## src/rtl/somma_pkg.sv

```systemverilog
// somma_pkg: shared types and helpers for the serial adder/subtractor.
//   state_t     - FSM state encoding (IDLE, BUSY)
//   cnt_width() - digit-counter width for N = WIDTH/DIGIT cycles (at least 1 bit)
package somma_pkg;

  typedef logic [0:0] state_t;

  localparam state_t IDLE = 1'b0;
  localparam state_t BUSY = 1'b1;

  function automatic int cnt_width(input int n);
    return (n > 1) ? $clog2(n) : 1;
  endfunction

endpackage

```

## src/rtl/somma_seriale_if.sv

```systemverilog
// somma_seriale_if: start/done handshake bundle of the serial adder.
//   start, sub, a, b          - request side (driven by master)
//   busy, done, sum, cout, ovf - status/result side (driven by slave)
interface somma_seriale_if #(
  parameter int WIDTH = 8
);

  logic             start;
  logic             sub;
  logic [WIDTH-1:0] a;
  logic [WIDTH-1:0] b;
  logic             busy;
  logic             done;
  logic [WIDTH-1:0] sum;
  logic             cout;
  logic             ovf;

  modport master (
    output start, sub, a, b,
    input  busy, done, sum, cout, ovf
  );

  modport slave (
    input  start, sub, a, b,
    output busy, done, sum, cout, ovf
  );

endinterface

```

## src/rtl/somma_cifra.sv

```systemverilog
// somma_cifra: combinational DIGIT-bit ripple-carry slice.
//   x, y  - DIGIT-bit operand digits
//   cin   - carry in
//   s     - DIGIT-bit sum digit
//   cout  - carry out of the slice MSB
//   c_msb - carry into the slice MSB (used for signed overflow)
module somma_cifra #(
  parameter int DIGIT = 1
) (
  input  logic [DIGIT-1:0] x,
  input  logic [DIGIT-1:0] y,
  input  logic             cin,
  output logic [DIGIT-1:0] s,
  output logic             cout,
  output logic             c_msb
);

  logic [DIGIT:0] c;

  always_comb begin
    c    = '0;
    s    = '0;
    c[0] = cin;
    for (int i = 0; i < DIGIT; i++) begin
      s[i]   = x[i] ^ y[i] ^ c[i];
      c[i+1] = (x[i] & y[i]) | (c[i] & (x[i] ^ y[i]));
    end
  end

  assign cout  = c[DIGIT];
  assign c_msb = c[DIGIT-1];

endmodule

```

## src/rtl/somma_seriale.sv

```systemverilog
// somma_seriale: multi-cycle adder/subtractor, DIGIT bits per clock, LSB first.
//   clk  - clock, rising edge
//   rst  - synchronous reset, active-high
//   bus  - somma_seriale_if.slave: start/sub/a/b in; busy/done/sum/cout/ovf out
// Parameters: WIDTH (multiple of DIGIT), DIGIT. One operation takes N = WIDTH/DIGIT
// busy cycles; done pulses for one cycle once sum/cout/ovf have been updated.
// Optional macro SOMMA_SAT_EN: on signed overflow, sum saturates to the signed
// limit selected by the MSB of operand A.
//
//   state | meaning
//   IDLE  | waiting for start; outputs hold the last result
//   BUSY  | one digit per clock, cnt counts processed digits
module somma_seriale
  import somma_pkg::*;
#(
  parameter int WIDTH = 8,
  parameter int DIGIT = 1
) (
  input logic           clk,
  input logic           rst,
  somma_seriale_if.slave bus
);

  localparam int            N    = WIDTH / DIGIT;
  localparam int            CW   = cnt_width(N);
  localparam logic [CW-1:0] LAST = CW'(N - 1);

  state_t           state;
  logic [WIDTH-1:0] a_sh;
  logic [WIDTH-1:0] b_sh;
  logic [WIDTH-1:0] res;
  logic             carry;
  logic [CW-1:0]    cnt;
  logic [WIDTH-1:0] sum_q;
  logic             cout_q;
  logic             ovf_q;
  logic             done_q;

  logic [DIGIT-1:0] s_dig;
  logic             c_out;
  logic             c_msb;
  logic [WIDTH-1:0] res_next;
  logic [WIDTH-1:0] sum_fin;

  somma_cifra #(.DIGIT(DIGIT)) u_cifra (
    .x    (a_sh[DIGIT-1:0]),
    .y    (b_sh[DIGIT-1:0]),
    .cin  (carry),
    .s    (s_dig),
    .cout (c_out),
    .c_msb(c_msb)
  );

  // New digit enters at the top; after N shifts the result is aligned.
  assign res_next = (res >> DIGIT) | (WIDTH'(s_dig) << (WIDTH - DIGIT));

`ifdef SOMMA_SAT_EN
  localparam logic [WIDTH-1:0] SAT_POS = {1'b0, {(WIDTH-1){1'b1}}};
  localparam logic [WIDTH-1:0] SAT_NEG = {1'b1, {(WIDTH-1){1'b0}}};

  // On the final digit a_sh[DIGIT-1] is the original MSB of A.
  always_comb begin
    sum_fin = res_next;
    if (c_msb ^ c_out)
      sum_fin = a_sh[DIGIT-1] ? SAT_NEG : SAT_POS;
  end
`else
  assign sum_fin = res_next;
`endif

  always_ff @(posedge clk) begin
    if (rst) begin
      state  <= IDLE;
      a_sh   <= '0;
      b_sh   <= '0;
      res    <= '0;
      carry  <= 1'b0;
      cnt    <= '0;
      sum_q  <= '0;
      cout_q <= 1'b0;
      ovf_q  <= 1'b0;
      done_q <= 1'b0;
    end else begin
      done_q <= 1'b0;
      case (state)
        IDLE: begin
          if (bus.start) begin
            a_sh  <= bus.a;
            b_sh  <= bus.sub ? ~bus.b : bus.b;
            carry <= bus.sub;
            res   <= '0;
            cnt   <= '0;
            state <= BUSY;
          end
        end
        BUSY: begin
          res   <= res_next;
          a_sh  <= a_sh >> DIGIT;
          b_sh  <= b_sh >> DIGIT;
          carry <= c_out;
          cnt   <= cnt + CW'(1);
          if (cnt == LAST) begin
            cnt    <= '0;
            state  <= IDLE;
            sum_q  <= sum_fin;
            cout_q <= c_out;
            ovf_q  <= c_msb ^ c_out;
            done_q <= 1'b1;
          end
        end
        default: state <= IDLE;
      endcase
    end
  end

  assign bus.busy = (state == BUSY);
  assign bus.done = done_q;
  assign bus.sum  = sum_q;
  assign bus.cout = cout_q;
  assign bus.ovf  = ovf_q;

endmodule
```

## src/flat_wrapper.sv

```systemverilog
// flat-port wrapper written by rule: the top's interface ports become plain ports
module somma_seriale_flat import somma_pkg::*;
#(
  parameter int WIDTH = 8,
  parameter int DIGIT = 1
)
  (clk, rst, bus_start, bus_sub, bus_a, bus_b, bus_busy, bus_done, bus_sum, bus_cout, bus_ovf);
  somma_seriale_if #(.WIDTH(WIDTH)) bus_i ();
  input logic clk;
  input logic rst;
  input wire logic [$bits(bus_i.start)-1:0] bus_start;
  input wire logic [$bits(bus_i.sub)-1:0] bus_sub;
  input wire logic [$bits(bus_i.a)-1:0] bus_a;
  input wire logic [$bits(bus_i.b)-1:0] bus_b;
  output wire logic [$bits(bus_i.busy)-1:0] bus_busy;
  output wire logic [$bits(bus_i.done)-1:0] bus_done;
  output wire logic [$bits(bus_i.sum)-1:0] bus_sum;
  output wire logic [$bits(bus_i.cout)-1:0] bus_cout;
  output wire logic [$bits(bus_i.ovf)-1:0] bus_ovf;
  assign bus_i.start = bus_start;
  assign bus_i.sub = bus_sub;
  assign bus_i.a = bus_a;
  assign bus_i.b = bus_b;
  assign bus_busy = bus_i.busy;
  assign bus_done = bus_i.done;
  assign bus_sum = bus_i.sum;
  assign bus_cout = bus_i.cout;
  assign bus_ovf = bus_i.ovf;
  somma_seriale #(.WIDTH(WIDTH), .DIGIT(DIGIT)) u_core (.clk(clk), .rst(rst), .bus(bus_i));
endmodule
```

## config.mk

```make
export PLATFORM = sky130hd
export DESIGN_NAME = somma_seriale_flat
export DESIGN_NICKNAME = d
export VERILOG_FILES = /design/src/rtl/somma_pkg.sv /design/src/rtl/somma_seriale_if.sv /design/src/rtl/somma_cifra.sv /design/src/rtl/somma_seriale.sv /design/src/flat_wrapper.sv
export SDC_FILE = /design/constraint.sdc
export NUM_CORES = 1
export LEC_CHECK = 0
export ABC_CLOCK_PERIOD_IN_PS = 1870
export BUFFER_PORTS_ARGS = -buffer_cell sky130_fd_sc_hd__buf_4
export CAP_MARGIN = 20
export CORE_AREA = 2 2 78 80
export DETAILED_ROUTE_END_ITERATION = 10
export DIE_AREA = 0 0 80 82
export PLACE_DENSITY = 0.53
export SETUP_SLACK_MARGIN = 0.15
export SLEW_MARGIN = 0
export SYNTH_ARGS = -nofsm -noshare
export SYNTH_HDL_FRONTEND = slang
export SYNTH_SLANG_ARGS = --single-unit
```

## constraint.sdc

```tcl
create_clock -name clk -period 1.87 [get_ports clk]
set_input_delay 0.187 -clock clk [delete_from_list [all_inputs] [get_ports clk]]
set_output_delay 0.187 -clock clk [all_outputs]
set_load 0.02 [all_outputs]
```

## Word-level counts from Yosys, hierarchy flattened

Cells that the tools add are included.

| storage, ports and cells | value |
|---|---|
| register bits after elaboration | 40 |

| cells by class | value |
|---|---|
| add/subtract/negate cells | 1 |
| equality and inequality tests | 2 |
| multiplexer cells | 16 |
| bitwise operators | 9 |
| reductions and logical operators | 2 |

Operators by type and width:

| cell | number |
|---|---|
| one-hot mux 8 bit (2 select lines) | 3 |
| 2-to-1 mux 8 bit | 4 |
| NOT 8 bit | 1 |
| bitwise OR 7 x 8 -> 8 bit | 1 |
| 2-to-1 mux 3 bit | 2 |
| one-hot mux 3 bit (2 select lines) | 1 |
| 2-to-1 mux 1 bit | 4 |
| one-hot mux 1 bit (2 select lines) | 2 |
| adder 3 x 1 -> 3 bit (second input constant) | 1 |
| equality test 3 bit (second input constant) | 1 |
| XOR 1 bit | 3 |
| bitwise AND 1 bit | 2 |
| != test 2 bit (second input constant) | 1 |
| AND reduction 2 bit | 1 |
| OR reduction 2 bit | 1 |
| NOT 1 bit | 1 |
| bitwise OR 1 bit | 1 |

## Depth between registers and ports, before layout

Gate-level depths: netlist (run 1).

| logic depth | value |
|---|---|
| depth after elaboration | 4 |
| depth in mapped cells | 5 |
| depth with buffers taken out | 4 |

## By module

A second synthesis (run 1) with hierarchy kept.

| second synthesis, totals | value |
|---|---|
| cell total of the unflattened synthesis | 186 |
| area, all modules | 1826.8 µm² |

By module, submodules not included:

| module | times used | cells an instance | area an instance (µm²) | seq. area each (µm²) |
|---|---|---|---|---|
| somma_seriale | 1 | 184 | 1799.2 | 780.7 |
| somma_cifra | 1 | 2 | 27.5 | 0.0 |

## Least setup slack after synthesis (run 1)

No wires, ideal clock.

| timing | value |
|---|---|
| kind | register to register |
| start | register u_core.cnt[0] |
| end | register u_core.ovf_q, in the netlist u_core.bus.ovf |
| arrival | 1.228 ns |
| setup slack | 0.551 ns |
| cell stages (with the launch flop) | 6 |
| path buffers | 1 |
| period minus slack after synthesis | 1.319 ns |
| path through | dfxtp_1 -> ha_1 -> ha_1 -> clkbuf_1 -> a21oi_1 -> a311oi_1 |

| on the way | value |
|---|---|
| word-level cells in the longest chain between the ends | 2 |

RTL lines:

| item | line | text |
|---|---|---|
| start, declared | somma_seriale.sv:33 | `logic [CW-1:0] cnt;` |
| start signal, assigned | somma_seriale.sv:101 | `cnt <= cnt + CW'(1);` |
| equality test 3 bit | somma_seriale.sv:102 | `if (cnt == LAST) begin` |
| AND reduction 2 bit (no source line) | - |  |
| end signal, assigned | somma_seriale.sv:107 | `ovf_q <= c_msb ^ c_out;` |
| end, declared | somma_seriale.sv:36 | `logic ovf_q;` |

Every way passes these cells.
A chain may end at the register's enable or synchronous reset.

## Final worst setup path (run 1)

| timing | value |
|---|---|
| start | register u_core.cnt[0] |
| end | register u_core.sum_q[4], in the netlist u_core.bus.sum[4] |

| on the way | value |
|---|---|
| word-level cells in the longest chain between the ends | 2 |

RTL lines:

| item | line | text |
|---|---|---|
| equality test 3 bit | somma_seriale.sv:102 |  |
| AND reduction 2 bit (no source line) | - |  |
| end signal, assigned | somma_seriale.sv:105 | `sum_q <= sum_fin;` |
| end, declared | somma_seriale.sv:34 | `logic [WIDTH-1:0] sum_q;` |

Every way passes these cells.

==> impl_metrics.env, run 1 <==
export IMPL_status="finished, final reports clean"
export IMPL_p_per_area_mw_per_mm2=830
export IMPL_cts_tree="yes"
export IMPL_syn_avg_cell_area_um2=9.88
export IMPL_final_cell_count_no_fill=282
export IMPL_finalHoldViolCount=0
export IMPL_wl_per_cell_um=12.8
export IMPL_place_gp_congestion=0.660
export IMPL_hold_depth=3
export IMPL_cts_buffers=5
export IMPL_netlist_top_cells_area="dfxtp_1 43%, or3b_1 5.8%, a21oi_1 5.5%"
export IMPL_fin_crit_sh_pct=82.9
export IMPL_crit_required_ns=2.03
export IMPL_synth_distinct_cells=24
export IMPL_grt_usage_pct=11.7
export IMPL_layout_nets=230
export IMPL_area_delta_synth_final_pct=19.5
export IMPL_vias_per_cell=4.85
export IMPL_die_x_um=80
export IMPL_hold_buffers=0
export IMPL_initial_utilization_pct=31.6
export IMPL_synth_top_area_cell="dfxtp_1"
export IMPL_fillers=595
export IMPL_hold_class="input port to register"
export IMPL_arrival_ns=1.71
export IMPL_cts_root_buffer="clkbuf_8"
export IMPL_synth_cells=184
export IMPL_ys_ff_latch=39
export IMPL_numClockSinks=39
export IMPL_via_count=1367
export IMPL_startpoint_type="register"
export IMPL_worst_pin_slew_ns=0.504
export IMPL_grt_max_degree=48
export IMPL_ys_flop_type="dfxtp_1"
export IMPL_grt_pass1_wl_um=5920
export IMPL_synth_top_area_share_pct=42.9
export IMPL_clockBufferDepth=2
export IMPL_postRouteAntennaNets=0
export IMPL_placed_cell_area_mm2=0.00205
export IMPL_r2r_start="u_core.cnt[0]$_SDFFE_PP0P_"
export IMPL_relSlewSlack_pct=66.4
export IMPL_dp_cells=274
export IMPL_synth_adder_area_share_pct=3.17
export IMPL_synth_warning_count=0
export IMPL_ff2ff_path_depth=5
export IMPL_synth_edf_count=0
export IMPL_antenna_found_initial=0
export IMPL_floorplan_rows=28
export IMPL_dr_pass1_iters=4
export IMPL_drc=0
export IMPL_ioPinCount=32
export IMPL_rsz0062_at_grt="no"
export IMPL_crit_path_start="u_core.cnt[0]$_SDFFE_PP0P_"
export IMPL_cap_viol_max_count=0
export IMPL_drt_iter0_drc=47
export IMPL_synth_top_family_by_area="simple AND/OR/NAND/NOR gates"
export IMPL_core_region_area_mm2=0.00575
export IMPL_synthesis_area_mm2=0.00182
export IMPL_clk_latency_ns=0.29
export IMPL_synthArstFlopShare_pct=0
export IMPL_drive_gt1_share_pct=26.1
export IMPL_chipHeight_um=82
export IMPL_power_leakage_nw=0.821
export IMPL_clk_pin_slew_ns=0.07
export IMPL_min_period_ns=1.55
export IMPL_finClkSkew_ns=0.00794
export IMPL_end_kind="register"
export IMPL_muxShareOfSynthArea_pct=4.96
export IMPL_htreeDepth=2
export IMPL_setup_tns_final_ns=0
export IMPL_wl_um=3610
export IMPL_max_freq_ghz=0.645
export IMPL_yosysSeqAreaShare_pct=42.9
export IMPL_maxSlewViolCount=0
export IMPL_synth_simple_gate_area_share_pct=19.3
export IMPL_io_buffers=31
export IMPL_synth_xor_area_share_pct=4.34
export IMPL_grt_ovfl_total=0
export IMPL_cts_resized=0
export IMPL_hpwl_um=2200
export IMPL_path_class="register to register"
export IMPL_r2r_setup_slack_ns=0.32
export IMPL_antenna_cells=0
export IMPL_syn_num_nets=208
export IMPL_final_area_mm2=0.00217
export IMPL_setup_viol=0
export IMPL_cts_setup_buffers=0
export IMPL_peakVddDrop_mv=0.369
export IMPL_die_area_mm2=0.00656
export IMPL_grt_pass1_vias=1257
export IMPL_synth_compound_area_share_pct=18.9
export IMPL_worstPathMaxFanout=14
export IMPL_endpoint="u_core.bus.sum[4]$_SDFFE_PP0P_"
export IMPL_r2r_end="u_core.bus.sum[4]$_SDFFE_PP0P_"
==> through the flow <==
stage / setup WS (ns) / util [%] / hold slack, ns / total power, mW
global placement: 0.358 / 35.8 / 0.458 / 1.10
detailed placement: 0.336 / 35.8 / 0.460 / 1.10
finish: 0.320 / 37.8 / 0.196 / 1.80
global route: 0.194 / 37.8 / 0.208 / 1.89
CTS: 0.321 / 37.8 / 0.190 / 1.84
floorplan: 0.551 / - / 0.382 / 1.05
==> cell usage in the layout, fill, tap and decap left out <==
cell type and instances:
inv_2 1, a21bo_2 9, clkinv_2 1, nor3b_1 1
a311oi_1 1, xnor2_1 9, nand2_1 16, a2111oi_2 1
nand3_1 9, buf_4 34, mux2i_1 9, bufinv_16 1
nor2b_1 8, dfxtp_2 1, nor3_1 1, ha_1 3
o221ai_1 7, or4b_1 7, nor2_1 2, dfxtp_1 38
a211oi_1 9, clkbuf_8 6, or3b_1 12, fa_1 1
a21oi_1 20
==> critical path, cell delays in order (launching register included) <==
cell	delay, ns
dfxtp_1	0.34
ha_1	0.17
ha_1	0.47
buf_4	0.26
a21bo_2	0.13
a21oi_1	0.05
==> per-layer routing <==
metal / vias up / track usage, % / share of wire (%)
li1: 707 / - / -
met1: 633 / 15.1 / 51
met2: 22 / 17.7 / 42
met3: 5 / 3.96 / 4.5
met4: 0 / 5.08 / 1.9
met5: - / 0 / 0
==> worst min-delay path by stage <==
stage	slack [ns]	to	startpoint
finish	0.20	u_core.a_sh[7]$_SDFFE_PP0P_	bus_a[7]
global route	0.21	u_core.b_sh[7]$_SDFFE_PP0P_	bus_b[7]
CTS	0.19	u_core.a_sh[7]$_SDFFE_PP0P_	bus_a[7]
detailed placement	0.46	u_core.bus.sum[0]$_SDFFE_PP0P_	u_core.res[1]$_SDFFE_PP0P_
global placement	0.46	u_core.res[3]$_SDFFE_PP0P_	u_core.res[4]$_SDFFE_PP0P_
floorplan	0.38	u_core.a_sh[7]$_SDFFE_PP0P_	bus_a[7]
==> state kept, by name, summed over array words and instances (netlist names) <==
| signal | cells |
|---|---|
| u_core.a_sh | 8 |
| u_core.b_sh | 8 |
| u_core.bus.sum | 8 |
| u_core.res | 7 |
| u_core.cnt | 3 |
| u_core.bus.busy | 1 |
| u_core.bus.cout | 1 |
| u_core.bus.done | 1 |
| u_core.bus.ovf | 1 |
| u_core.carry | 1 |
==> cell families after synthesis <==
family                   after synthesis
AO/OA/AOI/OAI                         47
buffers and inverters                 20
AND/OR/NAND/NOR                       56
XOR/XNOR                               9
flip-flops                            39
multiplexers                           9
adder cells (fa/ha/maj)                4
==> cells in the mapped netlist (2+ instances only) <==
library cell  number
or4b_1             7
nand3_1            9
clkbuf_1           5
or3b_1            12
o221ai_1           7
a21oi_1           20
buf_2              7
a21bo_2            9
mux2i_1            9
nand2_1           16
nor2_1             2
xnor2_1            9
nor2b_1            8
ha_1               3
a211oi_1           9
buf_4              5
dfxtp_1           39
buf_6              2
==> report_power, final <==
part | leakage, nW | internal (mW) | switching, mW
logic | 0.442 | 0.0896 | 0.0915
registers | 0.318 | 0.866 | 0.0299
clock network | 0.0612 | 0.432 | 0.294
total | 0.821 | 1.39 | 0.415
==> layout make-up <==
class	count	area, µm²	area share [%]
Multi-Input combinational cell	125	920	42.3
Sequential cell	39	782	36.0
Timing Repair Buffer	34	255	11.8
Tap cell	75	93.8	4.32
Clock buffer	6	82.6	3.80
Clock inverter	2	35.0	1.61
Inverter	1	3.75	0.173
No activity file was read; power rests on OpenSTA's default activity.
==> run 2, diff against run 1 <==
--- a/config.mk
+++ b/config.mk
@@ -5,7 +5,7 @@
 export SDC_FILE = /design/constraint.sdc
 export NUM_CORES = 1
 export LEC_CHECK = 0
-export ABC_CLOCK_PERIOD_IN_PS = 1870
+export ABC_CLOCK_PERIOD_IN_PS = 1500
 export BUFFER_PORTS_ARGS = -buffer_cell sky130_fd_sc_hd__buf_4
 export CAP_MARGIN = 20
 export CORE_AREA = 2 2 78 80
==> constraint.sdc (replaced) <==
create_clock -name clk -period 1.5 [get_ports clk]
set_input_delay 0.15 -clock clk [delete_from_list [all_inputs] [get_ports clk]]
set_output_delay 0.15 -clock clk [all_outputs]
set_load 0.02 [all_outputs]
==> run 2 against run 1 <==
Against the previous run:
- hold slack got worse by 0.045 ns
- non-clock buffer count increased by 5
- highest routed layer unchanged
- final cell count up 1.8%
- maximum frequency increased by 20%
- sequential cell count stayed put
- sequential share of layout area fell by 1.1 points
- first-iteration DRC count is 100% higher
- power rose by 26%
- critical path depth is 1 lower
- die area is the same
- register-to-register slack got worse by 0.12 ns
- wire length up 4.1%
==> impl_metrics.env, run 2 (synthesized netlist as in run 1, its figures left out) <==
export IMPL_setup_viol=0
export IMPL_area_delta_synth_final_pct=23.7
export IMPL_cts_root_buffer="clkbuf_8"
export IMPL_final_area_mm2=0.00225
export IMPL_cap_viol_max_count=0
export IMPL_place_gp_congestion=0.727
export IMPL_clockBufferDepth=2
export IMPL_wl_um=3750
export IMPL_internal_power_mw=1.75
export IMPL_grt_max_degree=30
export IMPL_end_kind="register"
export IMPL_rsz0062_at_grt="yes"
export IMPL_initial_utilization_pct=31.6
export IMPL_vias_per_cell=4.81
export IMPL_cts_tree="yes"
export IMPL_drt_iter0_drc=96
export IMPL_chipHeight_um=82
export IMPL_p_comb_share_pct=11.3
export IMPL_drive_gt1_share_pct=29.7
export IMPL_core_region_area_mm2=0.00575
export IMPL_status="finished, final reports clean"
export IMPL_die_area_mm2=0.00656
export IMPL_die_x_um=80
export IMPL_clkPwrFrac_pct=39.7
export IMPL_cts_buffers=5
export IMPL_layout_common_cells="38 x dfxtp_1, 37 x buf_4, 18 x a21oi_1, 16 x nand2_1, 12 x or3b_1"
export IMPL_power_leakage_nw=0.848
export IMPL_fillers=597
export IMPL_relSlewSlack_pct=80.1
export IMPL_hpwl_um=2310
export IMPL_dr_pass1_iters=4
export IMPL_floorplan_rows=28
export IMPL_worstPathMaxFanout=3
export IMPL_final_common_cell="dfxtp_1"
export IMPL_wl_per_cell_um=13.1
export IMPL_finalHoldViolCount=0
export IMPL_hold_buffers=0
export IMPL_ioPinCount=32
export IMPL_finalPower_mw=2.27
export IMPL_antenna_found_initial=0
export IMPL_ff2ff_path_depth=4
export IMPL_peakVddDrop_mv=0.402
export IMPL_power_switching_mw=0.522
export IMPL_fin_crit_sh_pct=86.4
export IMPL_seqPwrFrac_pct=49.1
export IMPL_area_sequential_um2=785
export IMPL_io_buffers=31
export IMPL_arrival_ns=1.52
export IMPL_path_class="register to register"
export IMPL_min_period_ns=1.30
export IMPL_layout_nets=235
export IMPL_startpoint_type="register"
export IMPL_hold_class="input port to register"
export IMPL_maxSlewViolCount=0
export IMPL_numClockSinks=39
export IMPL_clk_latency_ns=0.29
export IMPL_dp_cells=278
export IMPL_whs_ns=0.151
export IMPL_setup_tns_final_ns=0
export IMPL_worst_pin_slew_ns=0.298
export IMPL_fin_ws_ns=0.204
export IMPL_grt_pass1_vias=1251
export IMPL_max_freq_ghz=0.772
export IMPL_antenna_cells=0
export IMPL_fin_util_pct=39.2
export IMPL_grt_usage_pct=11.8
export IMPL_placed_cell_area_mm2=0.00211
export IMPL_finClkSkew_ns=0.00707
export IMPL_final_cell_count_no_fill=287
export IMPL_htreeDepth=2
export IMPL_place_worst_setup_slack_ns=0.199
export IMPL_postRouteAntennaNets=0
export IMPL_netSwitchingFraction_pct=23.0
export IMPL_via_count=1380
export IMPL_grt_ovfl_total=0
export IMPL_p_per_area_mw_per_mm2=1010
export IMPL_drc=0
export IMPL_grt_pass1_wl_um=6030
export IMPL_crit_required_ns=1.73
export IMPL_multiInputGateArea_um2=932
export IMPL_clk_pin_slew_ns=0.08
export IMPL_hold_depth=3
## run 2: per-layer routing
layer	vias up	global-route usage [%]	share of wire (%)	wire length, µm
li1	719	-	-	-
met1	636	16.9	53	1990
met2	20	16.4	41	1550
met3	5	3.52	3.9	147
met4	0	4.58	1.7	63
met5	-	0	0	0
## run 2: power by group through the flow
stage	Clock (mW)	Sequential, mW	Combinational [mW]
finish	0.900	1.11	0.255
global route	0.986	1.12	0.283
CTS	0.940	1.12	0.246
detailed placement	0	1.14	0.245
global placement	0	1.14	0.246
floorplan	0	1.13	0.180
## run 2: path summary, 6_finish.rpt
| path | startpoint | endpoint | slack [ns] |
|---|---|---|---|
| worst max-delay path | u_core.cnt[0]$_SDFFE_PP0P_ | u_core.cnt[0]$_SDFFE_PP0P_ | 0.20 |
| worst min-delay path | bus_a[7] | u_core.a_sh[7]$_SDFFE_PP0P_ | 0.15 |
| worst max register to register | u_core.cnt[0]$_SDFFE_PP0P_ | u_core.cnt[0]$_SDFFE_PP0P_ | 0.20 |
| worst min register to register | u_core.res[1]$_SDFFE_PP0P_ | u_core.bus.sum[0]$_SDFFE_PP0P_ | 0.47 |
## run 2: timing repair
action / in CTS / in global routing
setup buffers: 0 / 1
endpoints found under the setup margin: 1 / 11
cloned: 0 / 0
gates resized for setup: 1 / 4
## run 2: layout make-up
type                    count  share of cell area (%)
multi-input cells         125                    41.4
flip-flops and latches     39                    34.9
repair buffers             39                    14.1
well taps                  75                    4.17
clock buffers               6                    3.67
clock inverters             2                    1.56
inverters                   1                   0.167
## run 2: critical path, cell delays in order (launching register included)
cell     delay, ns
dfxtp_1       0.32
ha_1          0.22
ha_1          0.19
or3b_1        0.36
a21oi_2       0.14
